[config.mk]
export PLATFORM = sky130hd
export DESIGN_NAME = pipelined_alu
export DESIGN_NICKNAME = d
export VERILOG_FILES = /design/src/rtl/pipelined_alu.sv
export SDC_FILE = /design/constraint.sdc
export NUM_CORES = 1
export LEC_CHECK = 0
export ABC_AREA = 1
export BUFFER_PORTS_ARGS = -buffer_cell sky130_fd_sc_hd__clkbuf_2
export CELL_PAD_IN_SITES_DETAIL_PLACEMENT = 2
export CELL_PAD_IN_SITES_GLOBAL_PLACEMENT = 2
export CORE_ASPECT_RATIO = 0.8
export CORE_UTILIZATION = 30
export DETAILED_ROUTE_END_ITERATION = 7
export PLACE_DENSITY = 0.89
export SETUP_SLACK_MARGIN = 0.3
export SLEW_MARGIN = 10
export SYNTH_ARGS = -nofsm -noshare
export SYNTH_HDL_FRONTEND = slang
export SYNTH_SLANG_ARGS = --single-unit
export TNS_END_PERCENT = 1
[constraint.sdc]
create_clock -name clk -period 2.3 [get_ports clk]
set_input_delay 0.345 -clock clk [delete_from_list [all_inputs] [get_ports clk]]
set_output_delay 0.345 -clock clk [all_outputs]
set_load 0.01 [all_outputs]
[src/rtl/pipelined_alu.sv]
// pipelined_alu: valid/ready add/sub/select ALU with a STAGES-deep elastic pipeline
// and a wrapping count of delivered results.
module pipelined_alu #(
    parameter int WIDTH     = 16,
    parameter int STAGES    = 2,
    parameter int CNT_WIDTH = 16
) (
    input  logic                 clk,
    input  logic                 rst,
    input  logic                 in_valid,
    output logic                 in_ready,
    input  logic [WIDTH-1:0]     a,
    input  logic [WIDTH-1:0]     b,
    input  logic [1:0]           op,
    output logic                 out_valid,
    input  logic                 out_ready,
    output logic [WIDTH-1:0]     result,
    output logic                 carry,
    output logic [CNT_WIDTH-1:0] op_count
);
    logic [STAGES-1:0]          vld_q, vld_d, load;
    logic [STAGES-1:0][WIDTH:0] dat_q, dat_d;
    logic [STAGES:0]            vsrc;
    logic [STAGES:0][WIDTH:0]   dsrc;
    logic [WIDTH:0]             alu;
    logic [CNT_WIDTH-1:0]       cnt_q, cnt_d;
    logic                       accept, out_hs, full;

    // Top bit is carry-out for add and borrow for sub, since both use a zero-extended operation.
    always_comb begin
        alu = op == 2'b00 ? {1'b0, a} + {1'b0, b} :
              op == 2'b01 ? {1'b0, a} - {1'b0, b} :
              op == 2'b10 ? {1'b0, a} : {1'b0, b};
    end

    // A stage may load when any stage from it to the output is empty, or the output drains.
    always_comb begin
        full = 1'b1;
        load = '0;
        for (int k = STAGES - 1; k >= 0; k--) begin
            full    = full & vld_q[k];
            load[k] = out_ready | !full;
        end
    end

    assign in_ready = !rst & load[0];
    assign accept   = in_valid & in_ready;
    assign out_hs   = vld_q[STAGES-1] & out_ready;
    assign vsrc     = {vld_q, accept};
    assign dsrc     = {dat_q, alu};

    always_comb begin
        vld_d = vld_q;
        dat_d = dat_q;
        for (int k = 0; k < STAGES; k++) begin
            vld_d[k] = load[k] ? vsrc[k] : vld_q[k];
            dat_d[k] = load[k] ? dsrc[k] : dat_q[k];
        end
        cnt_d = cnt_q + CNT_WIDTH'(out_hs);
    end

    always_ff @(posedge clk) begin
        if (rst) begin
            vld_q <= '0;
            dat_q <= '0;
            cnt_q <= '0;
        end else begin
            vld_q <= vld_d;
            dat_q <= dat_d;
            cnt_q <= cnt_d;
        end
    end

    assign out_valid = vld_q[STAGES-1];
    assign result    = dat_q[STAGES-1][WIDTH-1:0];
    assign carry     = dat_q[STAGES-1][WIDTH];
    assign op_count  = cnt_q;
endmodule

Yosys cells after proc, flatten, opt, wreduce, memory -nomap -nowiden
Index checks and enable logic that the tools add are counted.
Cells by class
  reductions and logical operators: 4
  add/sub/neg operators: 3
  bitwise operators: 6
  eq/ne operators: 2
  muxes and demuxes: 3
Operators with widths (number)
  17-bit 2-to-1 mux: 2
  16-bit by 16-bit adder with 17-bit output: 1
  16-bit by 16-bit subtractor with 17-bit output: 1
  16-bit by 1-bit adder with 16-bit output: 1
  16-bit 2-to-1 mux: 1
  1-bit bitwise AND: 4
  1-bit logical NOT: 3
  2-bit by 1-bit equality test with 1-bit output (second input constant): 1
  2-bit equality test (second input constant): 1
  2-bit logical NOT: 1
  1-bit OR: 2
Storage, ports and cells
  output and inout bits: 35
  word-level logic and storage cells: 23
  register bits after elaboration: 52
  input bits: 38

Depth between registers and ports, before layout
  word-level depth: 5
  mapped depth: 16
  mapped depth without buffers: 16

Worst setup path after synthesis
Ideal clock, no wire load.
  kind: input to register
  start: input port a[0]
  end: register dat_q[8] (netlist name)
  path slack: 0.430 ns
  stages: 15
  data required time: 2.191 ns
  setup time: 0.109 ns
  data arrival time: 1.761 ns
  buffers on the path: 0
  cells stage by stage: inv_1 -> ha_1 -> fa_1 -> inv_1 -> nand3_1 -> nand3_1 -> nand2_1 -> nand3_1 -> nand2_1 -> nand2_1 -> nor2_1 -> o21ai_0 -> nand3_1 -> nand2_1 -> inv_1
On the way
  word-level cells in the longest chain between the ends: 3
  elaborated cells on any way between the ends: 4
  those cells by class: add/sub (2); mux (2)
Ends and longest elaborated chain
  from (decl): RTL line 12  | input logic [WIDTH-1:0] a,
  16-bit by 16-bit subtractor with 17-bit output: RTL line 32  | op == 2'b01 ? {1'b0, a} - {1'b0, b} :
  17-bit 2-to-1 mux: RTL line 32
  17-bit 2-to-1 mux (*): RTL line 31  | alu = op == 2'b00 ? {1'b0, a} + {1'b0, b} :
  to (signal assigned): RTL line 69  | dat_q <= dat_d;
  to (decl): RTL line 22  | logic [STAGES-1:0][WIDTH:0] dat_q, dat_d;
Mark *: on every way between the ends. The rest lies on a longest branch, timed or not.
A chain may end at the register's enable or synchronous reset.

Worst setup path after layout
  start: input port b[4]
  end: register dat_q[15] (netlist name)
On the way
  word-level cells in the longest chain between the ends: 3
  elaborated cells on any way between the ends: 4
  those cells by class: add/sub (2); mux (2)
Ends and longest elaborated chain
  from (decl): RTL line 13  | input logic [WIDTH-1:0] b,
  16-bit by 16-bit subtractor with 17-bit output: RTL line 32
  17-bit 2-to-1 mux: RTL line 32
  17-bit 2-to-1 mux (*): RTL line 31
Marks and branches as above.

==> flow_summary.toml <==
[synth]
yosys-top-cells-area = "dfxtp_1, nand2_1, ha_1"
synth_seq_cells = 52
ys_top_cells_by_count = "nand2_1, nor2_1, inv_1, o21ai_0, dfxtp_1"
ys_types = 43
synth_top_area_share_pct = 23.18
syn_area_per_cell_um2 = 6.187
yosys_warnings = 0
ys.flop_type = "dfxtp_1"
synthCells = 726
synth_area_mm2 = 0.004492
synth_edf_count = 0
async_flop_share_pct = 0
yosys.area.top_type = "dfxtp_1"
synth_most_common_cell = "nand2_1"
syn_nets = 800
yosysSeqAreaShare_pct = 23.18

[global_route]
grt_usage_pct = 22.86
grt_pass1_wl_mm = 28.26
met3_usage_pct = 2.624
use_met1_pct = 28.89
grt_antenna_before_repair = 0
grt-busiest-layer = "met2"
grt_overflow = 0
grt_start_max_net_pins = 31
grt_pass1_vias = 5328
grt_use_met2_pct = 41.72

[placed_design]
routabilityCongestion = 0.8371
preCtsSetupSlack_ns = -0.04325
portBuffers = 72
place_area_mm2 = 0.004957
hpwl_mm = 13.52
dp_cells = 963

[power_and_ir_drop]
cellPowerDensity_mw_per_mm2 = 523.8
p_leak_nw = 2.754
peakVddDrop_mv = 0.2491

[outcome]
violations = "design-rule violations"
status = "complete, but fails checks"

[critical_path]
worstPathArrival_ns = 2.19
reg2reg_from = "vld_q[1]$_SDFFE_PP0P_"
required_ns = 2.51
rrSetupSlack_ns = 0.36
path_max_fanout = 5
startpoint = "b[4]"
worstSetupStartpointType = "input pin"
critPathKind = "in -> reg"
reg2reg_depth = 13
critPathCaptureType = "flop"
reg2reg_to = "op_count[14]$_SDFF_PP0_"

[floorplan]
core_mm2 = 0.01444
ioPinCount = 73
initial_core_util_pct = 31.10
row_count = 39
die_h_um = 111.4
dieArea_mm2 = 0.01547
die_w_um = 138.8

[layout]
multi_input_area_mm2 = 0.002828
syn_to_final_growth_pct = 16.80
final_area_mm2 = 0.005246
diodes = 0
final_nets = 867
fin_cells = 978
drive_gt1_share_pct = 19.77
regArea_mm2 = 0.001042
fill_cells = 1809
final_core_util_pct = 36.32

[sta]
relSlewSlack_pct = 56.63
worst_slack_ns = 0.3136
drv_slew = 0
holdWs_ns = 0.3435
finalHoldViolCount = 0
min_period_ns = 1.986
fin_crit_sh_pct = 86.37
worstMarginPinSlew_ns = 0.6466
rsz0062_at_grt = "yes"
finalSetupViolCount = 0
max_freq_ghz = 0.5034
clock_skew_ns = 0.007031

[clock_network]
clock_path_buffers = 2
cts_htree_levels = 2
cts_buffers = 5
postCtsHoldBufs = 0
cts_tree = "done"
clockRootBuffer = "clkbuf_16"
clk_latency_ns = 0.30
cts.clk_slew.worst_paths_ns = 0.07
clock_sinks = 52

[min_path]
hold_end = "vld_q[0]$_SDFFE_PP0N_"
min_delay_path_depth = 3
min-delay-start = "in_valid"
hold_class = "in -> reg"

[route]
drt_iter0_drc = 209
vias = 4918
wl_mm = 17.71
dr.pass1.iters = 6
drc = 6
antenna_left = 0
routedWlPerCell_um = 18.11
via_per_inst = 5.029

[run]
cap_violations = 0
## metal layers
layer / part of all wire [%] / routed length [um] / vias to the layer above
li1: - / - / 2408
met1: 47 / 8258 / 2412
met2: 50 / 8769 / 79
met3: 2.7 / 470 / 19
met4: 1.2 / 212 / 0
met5: 0 / 0 / -
## metrics by stage
stage / power, mW / TNS, ns
global placement: 1.810 / 0
finish: 2.748 / 0
detailed placement: 1.867 / -0.1868
floorplan: 1.585 / 0
global route: 2.909 / 0
CTS: 2.751 / 0
## kinds of logic after synthesis
| kind of cell | after synthesis | share of synthesized area [%] |
|---|---|---|
| AO/OA/AOI/OAI | 124 | 15.15 |
| XOR/XNOR | 10 | 1.950 |
| adder cells (fa/ha/maj) | 36 | 10.36 |
| buffers and inverters | 145 | 15.40 |
| flip-flops | 52 | 23.18 |
| AND/OR/NAND/NOR | 359 | 33.96 |
## power by group
part           leakage [nW]  switching (mW)  internal (mW)
logic                  2.25           0.583          0.310
registers             0.427          0.0338          0.958
clock network        0.0808           0.351          0.513
## registers in the layout, indices dropped and copies added, names as in the netlist
name      count
carry         1
dat_q        17
op_count     16
result       16
vld_q         2
## cells in the final DEF (no fill, tap or decap), drive strengths merged
cell and instances:
nand2 169, nor2 120, inv 100, clkbuf 78, o21ai 64, dfxtp 52, nand3 51, a21oi 43
ha 34, buf 32, xor2 7, a31oi 6, nor3 6, nand4 5, o211ai 5, xnor2 3
and3 2, o21a 2, nor4 2, and2 2, clkinv 2, nand3b 2, fa 2, o21bai 1
a21o 1, o22ai 1, o31ai 1, bufinv 1
## critical path, cell delays in order
cell and delay, ns:
clkbuf_2 0.12, inv_1 0.05, ha_1 0.33, buf_4 0.18, o21ai_0 0.30, a21oi_1 0.15
nand2_2 0.15, nand3b_1 0.14, nand2_1 0.10, nand2_1 0.05, nand3_1 0.07, nand3_1 0.09
nand2_1 0.09, inv_1 0.04
## worst max path at each step
| stage | cells past startpoint | endpoint |
|---|---|---|
| detailed placement | 16 | dat_q[8]$_SDFFE_PP0N_ |
| global route | 13 | op_count[14]$_SDFF_PP0_ |
| CTS | 13 | op_count[14]$_SDFF_PP0_ |
| floorplan | 15 | dat_q[8]$_SDFFE_PP0N_ |
| global placement | 16 | dat_q[8]$_SDFFE_PP0N_ |
| finish | 14 | dat_q[15]$_SDFFE_PP0N_ |
## layout make-up
cell class	count	share of cell area [%]
Clock buffer	6	2.456
Clock inverter	2	0.6678
Inverter	101	7.274
Multi-Input combinational cell	529	53.90
Sequential cell	52	19.87
Tap cell	184	4.388
Timing Repair Buffer	104	11.45
## timing repair
item	in CTS	in global routing
setup buffers	3	4
pin swaps	2	4
resized for setup	4	21
endpoints found under the setup margin	8	16
Note: power is estimated with default switching activity, not from simulation.
